**src/rtl/parameterized_serializer_pkg.sv**
```systemverilog
// Shared types and helpers for the parallel-in / serial-out serializer.
package serializer_pkg;

  typedef enum logic {
    IDLE  = 1'b0,
    SHIFT = 1'b1
  } ser_state_t;

  // Beat index width; SIZE >= 2 keeps this at one bit or more.
  function automatic int cnt_width(input int size);
    return (size < 2) ? 1 : $clog2(size);
  endfunction

endpackage

```
**src/rtl/parameterized_serializer_bit_counter.sv**
```systemverilog
// Saturating beat counter with synchronous clear and a terminal-count flag.
module bit_counter #(
  parameter int               WIDTH = 5,
  parameter logic [WIDTH-1:0] MAX   = '1
) (
  input  logic             clk,
  input  logic             reset,
  input  logic             clear,
  input  logic             inc,
  output logic [WIDTH-1:0] count,
  output logic             terminal
);

  logic [WIDTH-1:0] r_count;

  // Clear wins over inc; inc is ignored at MAX so the count never wraps.
  always_ff @(posedge clk or negedge reset) begin
    if (!reset) begin
      r_count <= '0;
    end else if (clear) begin
      r_count <= '0;
    end else if (inc && (r_count != MAX)) begin
      r_count <= r_count + 1'b1;
    end
  end

  assign count    = r_count;
  assign terminal = (r_count == MAX);

endmodule

```
**src/rtl/parameterized_serializer.sv**
```systemverilog
// Parallel-in, serial-out reader: one word per load handshake, one bit per serial beat.
module parameterized_serializer
  import serializer_pkg::*;
#(
  parameter int SIZE      = 32,
  parameter bit LSB_FIRST = 1'b1
) (
  input  logic                       clk,
  input  logic                       reset,
  input  logic [SIZE-1:0]            d,
  input  logic                       load_valid,
  output logic                       load_ready,
  output logic                       ser_out,
  output logic                       ser_valid,
  input  logic                       ser_ready,
  output logic                       ser_last,
  output logic                       done,
  output ser_state_t                 o_dbg_state,
  output logic [cnt_width(SIZE)-1:0] o_dbg_count
);

  localparam int CW = cnt_width(SIZE);

  // Handshakes: a transfer happens on a rising edge where valid and ready are
  // both 1. load_ready/ser_valid depend on state only; once ser_valid rises,
  // ser_out/ser_last hold until the beat is accepted.

  ser_state_t      r_state;
  ser_state_t      w_next_state;
  logic [SIZE-1:0] r_shreg;
  logic            r_done;
  logic            w_load;
  logic            w_beat;
  logic            w_last_beat;
  logic            w_terminal;
  logic [CW-1:0]   w_count;

  always_ff @(posedge clk or negedge reset) begin
    if (!reset) begin
      r_state <= IDLE;
    end else begin
      r_state <= w_next_state;
    end
  end

  always_comb begin
    w_next_state = r_state;
    w_load       = 1'b0;
    w_beat       = 1'b0;
    w_last_beat  = 1'b0;
    case (r_state)
      IDLE: begin
        if (load_valid) begin
          w_load       = 1'b1;
          w_next_state = SHIFT;
        end
      end
      SHIFT: begin
        if (ser_ready) begin
          w_beat = 1'b1;
          if (w_terminal) begin
            w_last_beat  = 1'b1;
            w_next_state = IDLE;
          end
        end
      end
      default: w_next_state = IDLE;
    endcase
  end

  bit_counter #(
    .WIDTH (CW),
    .MAX   (CW'(SIZE - 1))
  ) u_bit_counter (
    .clk      (clk),
    .reset    (reset),
    .clear    (w_load | w_last_beat),
    .inc      (w_beat & ~w_terminal),
    .count    (w_count),
    .terminal (w_terminal)
  );

  // Zeroing on the final beat keeps ser_out low while idle.
  always_ff @(posedge clk or negedge reset) begin
    if (!reset) begin
      r_shreg <= '0;
    end else if (w_load) begin
      r_shreg <= d;
    end else if (w_last_beat) begin
      r_shreg <= '0;
    end else if (w_beat) begin
      r_shreg <= LSB_FIRST ? (r_shreg >> 1) : (r_shreg << 1);
    end
  end

  always_ff @(posedge clk or negedge reset) begin
    if (!reset) begin
      r_done <= 1'b0;
    end else begin
      r_done <= w_last_beat;
    end
  end

  assign load_ready  = (r_state == IDLE);
  assign ser_valid   = (r_state == SHIFT);
  assign ser_out     = LSB_FIRST ? r_shreg[0] : r_shreg[SIZE-1];
  assign ser_last    = (r_state == SHIFT) & w_terminal;
  assign done        = r_done;
  assign o_dbg_state = r_state;
  assign o_dbg_count = w_count;

endmodule

```
**config.mk**
```make
export PLATFORM = sky130hd
export DESIGN_NAME = parameterized_serializer
export DESIGN_NICKNAME = d
export VERILOG_FILES = /design/src/rtl/parameterized_serializer_pkg.sv /design/src/rtl/parameterized_serializer_bit_counter.sv /design/src/rtl/parameterized_serializer.sv
export SDC_FILE = /design/constraint.sdc
export NUM_CORES = 1
export LEC_CHECK = 0
export CAP_MARGIN = 40
export CELL_PAD_IN_SITES_DETAIL_PLACEMENT = 1
export CELL_PAD_IN_SITES_GLOBAL_PLACEMENT = 1
export CORE_ASPECT_RATIO = 1.1
export CORE_UTILIZATION = 33
export DETAILED_ROUTE_END_ITERATION = 12
export HOLD_SLACK_MARGIN = 0.05
export PLACE_DENSITY = 0.77
export SYNTH_ARGS = -nofsm -noshare
export SYNTH_HDL_FRONTEND = slang
export SYNTH_SLANG_ARGS = --single-unit
```
**constraint.sdc**
```tcl
create_clock -name clk -period 1.6 [get_ports clk]
set_input_delay 0.32 -clock clk [delete_from_list [all_inputs] [get_ports clk]]
set_output_delay 0.32 -clock clk [all_outputs]
set_load 0.03 [all_outputs]
```
==> metrics.md <==
| Metric | Value |
|---|---|
| Initial drt markers | 73 |
| Violated checks | setup timing |
| Final nets | 277 |
| Row cnt | 27 |
| Via count | 1557 |
| Worst setup SP type | flip-flop |
| Switching part of the total power | 35.6% |
| H-tree depth | 2 |
| #FFs+latches synth | 39 |
| Hold EP | r_shreg[27]$_DFFE_PN0P_ |
| Avg Vias per Cell | 5.22 |
| Worst R2R End | r_shreg[29]$_DFFE_PN0P_ |
| Largest net degree at the start of global routing | 34 |
| Area added between synthesis and finish | 57.9% |
| Antenna Nets Post-Route | 0 |
| Final WS setup | -0.198 ns |
| Gpl congestion | 0.760 |
| Main combinational cell family by area after synthesis | simple AND/OR/NAND/NOR gates |
| Internal power | 2.44 mW |
| Maximum VDD drop | 512 uV |
| Setup TNS | -4.79 ns |
| Simple-gate share of the synthesized area | 17.0% |
| Hold path startpoint | r_shreg[28]$_DFFE_PN0P_ |
| Diodes inserted | 0 |
| TritonCTS clock tree | done |
| Total wire length | 5460 um |
| Cell Chain, Critical Path | ha_4, and3_4, ha_4, inv_4, nor2_2, buf_6 |
| Synth Instances | 173 |
| Reg clk slew, reported paths | 0.08 ns |
| Pre-CTS WS | -0.0479 ns |
| Hold Path Class | reg2reg |
| Slowest-stage cell, CP | dfrtp_2 |
| Tmin final | 1.80 ns |
| Highest metal used | met4 |
| Core area | 5070 sq um |
| Vias in the first global route | 1695 |
| Initial antenna violation count | 0 |
| Yosys warning count | 0 |
| Remaining DRCs | 0 |
| Post-Synth XOR/XNOR Area | 0% |
| Switching power | 1.35 mW |
| Arr. time, crit path | 1.48 ns |
| Most common cell after layout, fill and taps aside | nand2_1 |
| Worst Hold Depth | 2 |
| Post-Syn Nets | 211 |
| Placed wire-length estimate | 3160 um |
| Input/output buffers | 46 |
| Period utilization | 112% |
| CP endpoint kind | output port |
| Main synth FF type | dfrtp_1 |
| Leak | 1.30 nW |
| Clock sink count | 39 |
| Mapped Area | 1770 sq um |
| Starting Density | 34.9% |
| Max Root-Sink Buffers | 2 |
| Worst hold margin | 0.513 ns |
| Grt ovf | 0 |
| Syn avg cell area | 10.2 sq um |
| Fmax | 556 MHz |
| P per Cell Area | 1360 nW/um^2 |
| R2r worst-path depth | 8 |
| Worst-Margin Slew | 0.595 ns |
| Synth cell types | 24 |
| Post-synthesis sequential area ratio | 55.2% |
| Layout cells sized above 1 | 32.5% |
| Top delay family on crit path | flip-flops |
| Crit-path max FO | 3 |
| Num CTS Buffers | 5 |
| Max_cap viols | 0 |
| DIE HEIGHT | 78.8 um |
| Worst Path Buf+Inv | 2 |
| Seq pwr share | 44.4% |
| Asr flop ratio synth | 100% |
| First-pass GRT wire length | 9030 um |
| Met3 WL | 176 um |
| Worst R2R Setup Slack | -0.18 ns |
| # setup viols final | 36 |
| All-Layer GR Usage | 21.5% |
| Die width | 71.8 um |
| Post-synth EDFFs | 0 |
| Wire length on met1 | 2260 um |
| CP required | 1.28 ns |
| Rel. slew slack | 60.3% |
| Logic pwr share | 35.6% |
| Clk_skew | 0.0123 ns |
| FF-to-FF Start | u_bit_counter.count[1]$_DFFE_PN0P_ |
| Compound-Gate Fraction of Synth Area | 17.0% |
| Cell mode on critical path | ha_4 |
| CP max stage delay | 0.44 ns |
| RSZ-0062 raised after global routing | yes |
| Skew-Pair Late Insertion Delay | 0.31 ns |
| Num ports | 47 |
| Status | finished with violations |
| Met2 WL post-DR | 2900 um |
| Critical path type | reg2out |
| Pwr Total | 3.79 mW |
| Root buf cell | clkbuf_8 |
| Clk network pwr share | 20.0% |
| Synthesized-area fraction occupied by adder cells | 1.41% |
| Placed inst area | 2540 sq um |
| Post-DR wirelength/cell | 18.3 um |
| Most frequent cells in the layout | nand2_1 (62), dfrtp_1 (37), clkdlybuf4s50_1 (34) |
| First-pass iteration count of the detailed router | 4 |
| Cell area after layout | 2790 sq um |
| Endpoints failing hold | 0 |
| Slew Limit Fails | 0 |
| Post-synthesis mux area share | 1.91% |
| DIE AREA | 5660 sq um |
==> worst reg2reg max path: stages (launching register included) <==
cell	delay (ns)
dfrtp_2	0.40
ha_4	0.14
and3_4	0.19
ha_4	0.15
and3b_2	0.27
buf_12	0.15
buf_12	0.14
a22oi_2	0.14
nand2_1	0.07
==> metal layers <==
metal | up-vias | GRT usage (%)
met2 | 40 | 36.9
met1 | 775 | 26.1
met5 | - | 0
met3 | 11 | 4.44
met4 | 0 | 8.82
li1 | 731 | -
==> worst max path at each step <==
stage / slack, ns / startpoint / depth (start not counted) / to
6_report: -0.20 / u_bit_counter.count[1]$_DFFE_PN0P_ / 6 / ser_last
5_1_grt: -0.24 / u_bit_counter.count[1]$_DFFE_PN0P_ / 8 / r_shreg[29]$_DFFE_PN0P_
3_3_place_gp: -0.003 / u_bit_counter.count[1]$_DFFE_PN0P_ / 6 / u_bit_counter.count[1]$_DFFE_PN0P_
3_5_place_dp: -0.05 / u_bit_counter.count[0]$_DFFE_PN0P_ / 7 / r_shreg[17]$_DFFE_PN0P_
2_1_floorplan: -0.09 / u_bit_counter.count[1]$_DFFE_PN0P_ / 8 / r_shreg[4]$_DFFE_PN0P_
4_1_cts: -0.21 / u_bit_counter.count[0]$_DFFE_PN0P_ / 6 / ser_last
==> stage by stage <==
step | util, % | cells
2_1_floorplan | - | 173
3_3_place_gp | 50.1 | 279
3_5_place_dp | 50.1 | 279
4_1_cts | 55.9 | 298
5_1_grt | 55.1 | 298
6_report | 55.1 | 298
==> sequential cells by signal, summed over array words and instances (netlist names) <==
signal,count
r_shreg,32
o_dbg_state,1
u_bit_counter.count,5
done,1
==> logic make-up after synthesis <==
family | Yosys count
DFF | 39
adders and majority gates | 2
AOI/OAI and AO/OA | 39
muxes | 2
and+or+nand+nor | 74
buffers and inverters | 17
==> synthesized netlist by cell type, types with 2 or more instances <==
library cell | instances | share of area [%]
a21oi_1 | 2 | 0.57
a22o_1 | 3 | 1.5
a22oi_1 | 30 | 13
buf_2 | 4 | 1.1
buf_6 | 8 | 5.1
dfrtp_1 | 39 | 55
ha_1 | 2 | 1.4
inv_1 | 4 | 0.85
nand2_1 | 62 | 13
nor2_1 | 5 | 1.1
==> power groups by stage <==
| stage | Clock [mW] | Sequential, mW | Combinational, mW |
|---|---|---|---|
| 2_1_floorplan | 0 | 1.73 | 0.674 |
| 3_3_place_gp | 0 | 1.65 | 1.18 |
| 3_5_place_dp | 0 | 1.67 | 1.23 |
| 4_1_cts | 0.759 | 1.65 | 1.33 |
| 5_1_grt | 0.810 | 1.71 | 1.46 |
| 6_report | 0.757 | 1.68 | 1.35 |
==> cell type report <==
type                       instances  area (sq um)
tap                               58          72.6
timing repair buffer              72           769
multi-input combinational        117           855
clock buffer                       8           100
fill                             543          2270
inverter                           4          17.5
sequential                        39           978
==> what timing repair did <==
item                       in CTS  in global routing
pin swaps                       4                 23
hold endpoints to repair       23                  0
buffers inserted                7                  5
hold buffers                    1                  0
resized for setup              18                 13
gates cloned                    3                  0
setup endpoints to repair      35                 37
Power figures use the tool's default switching activity.
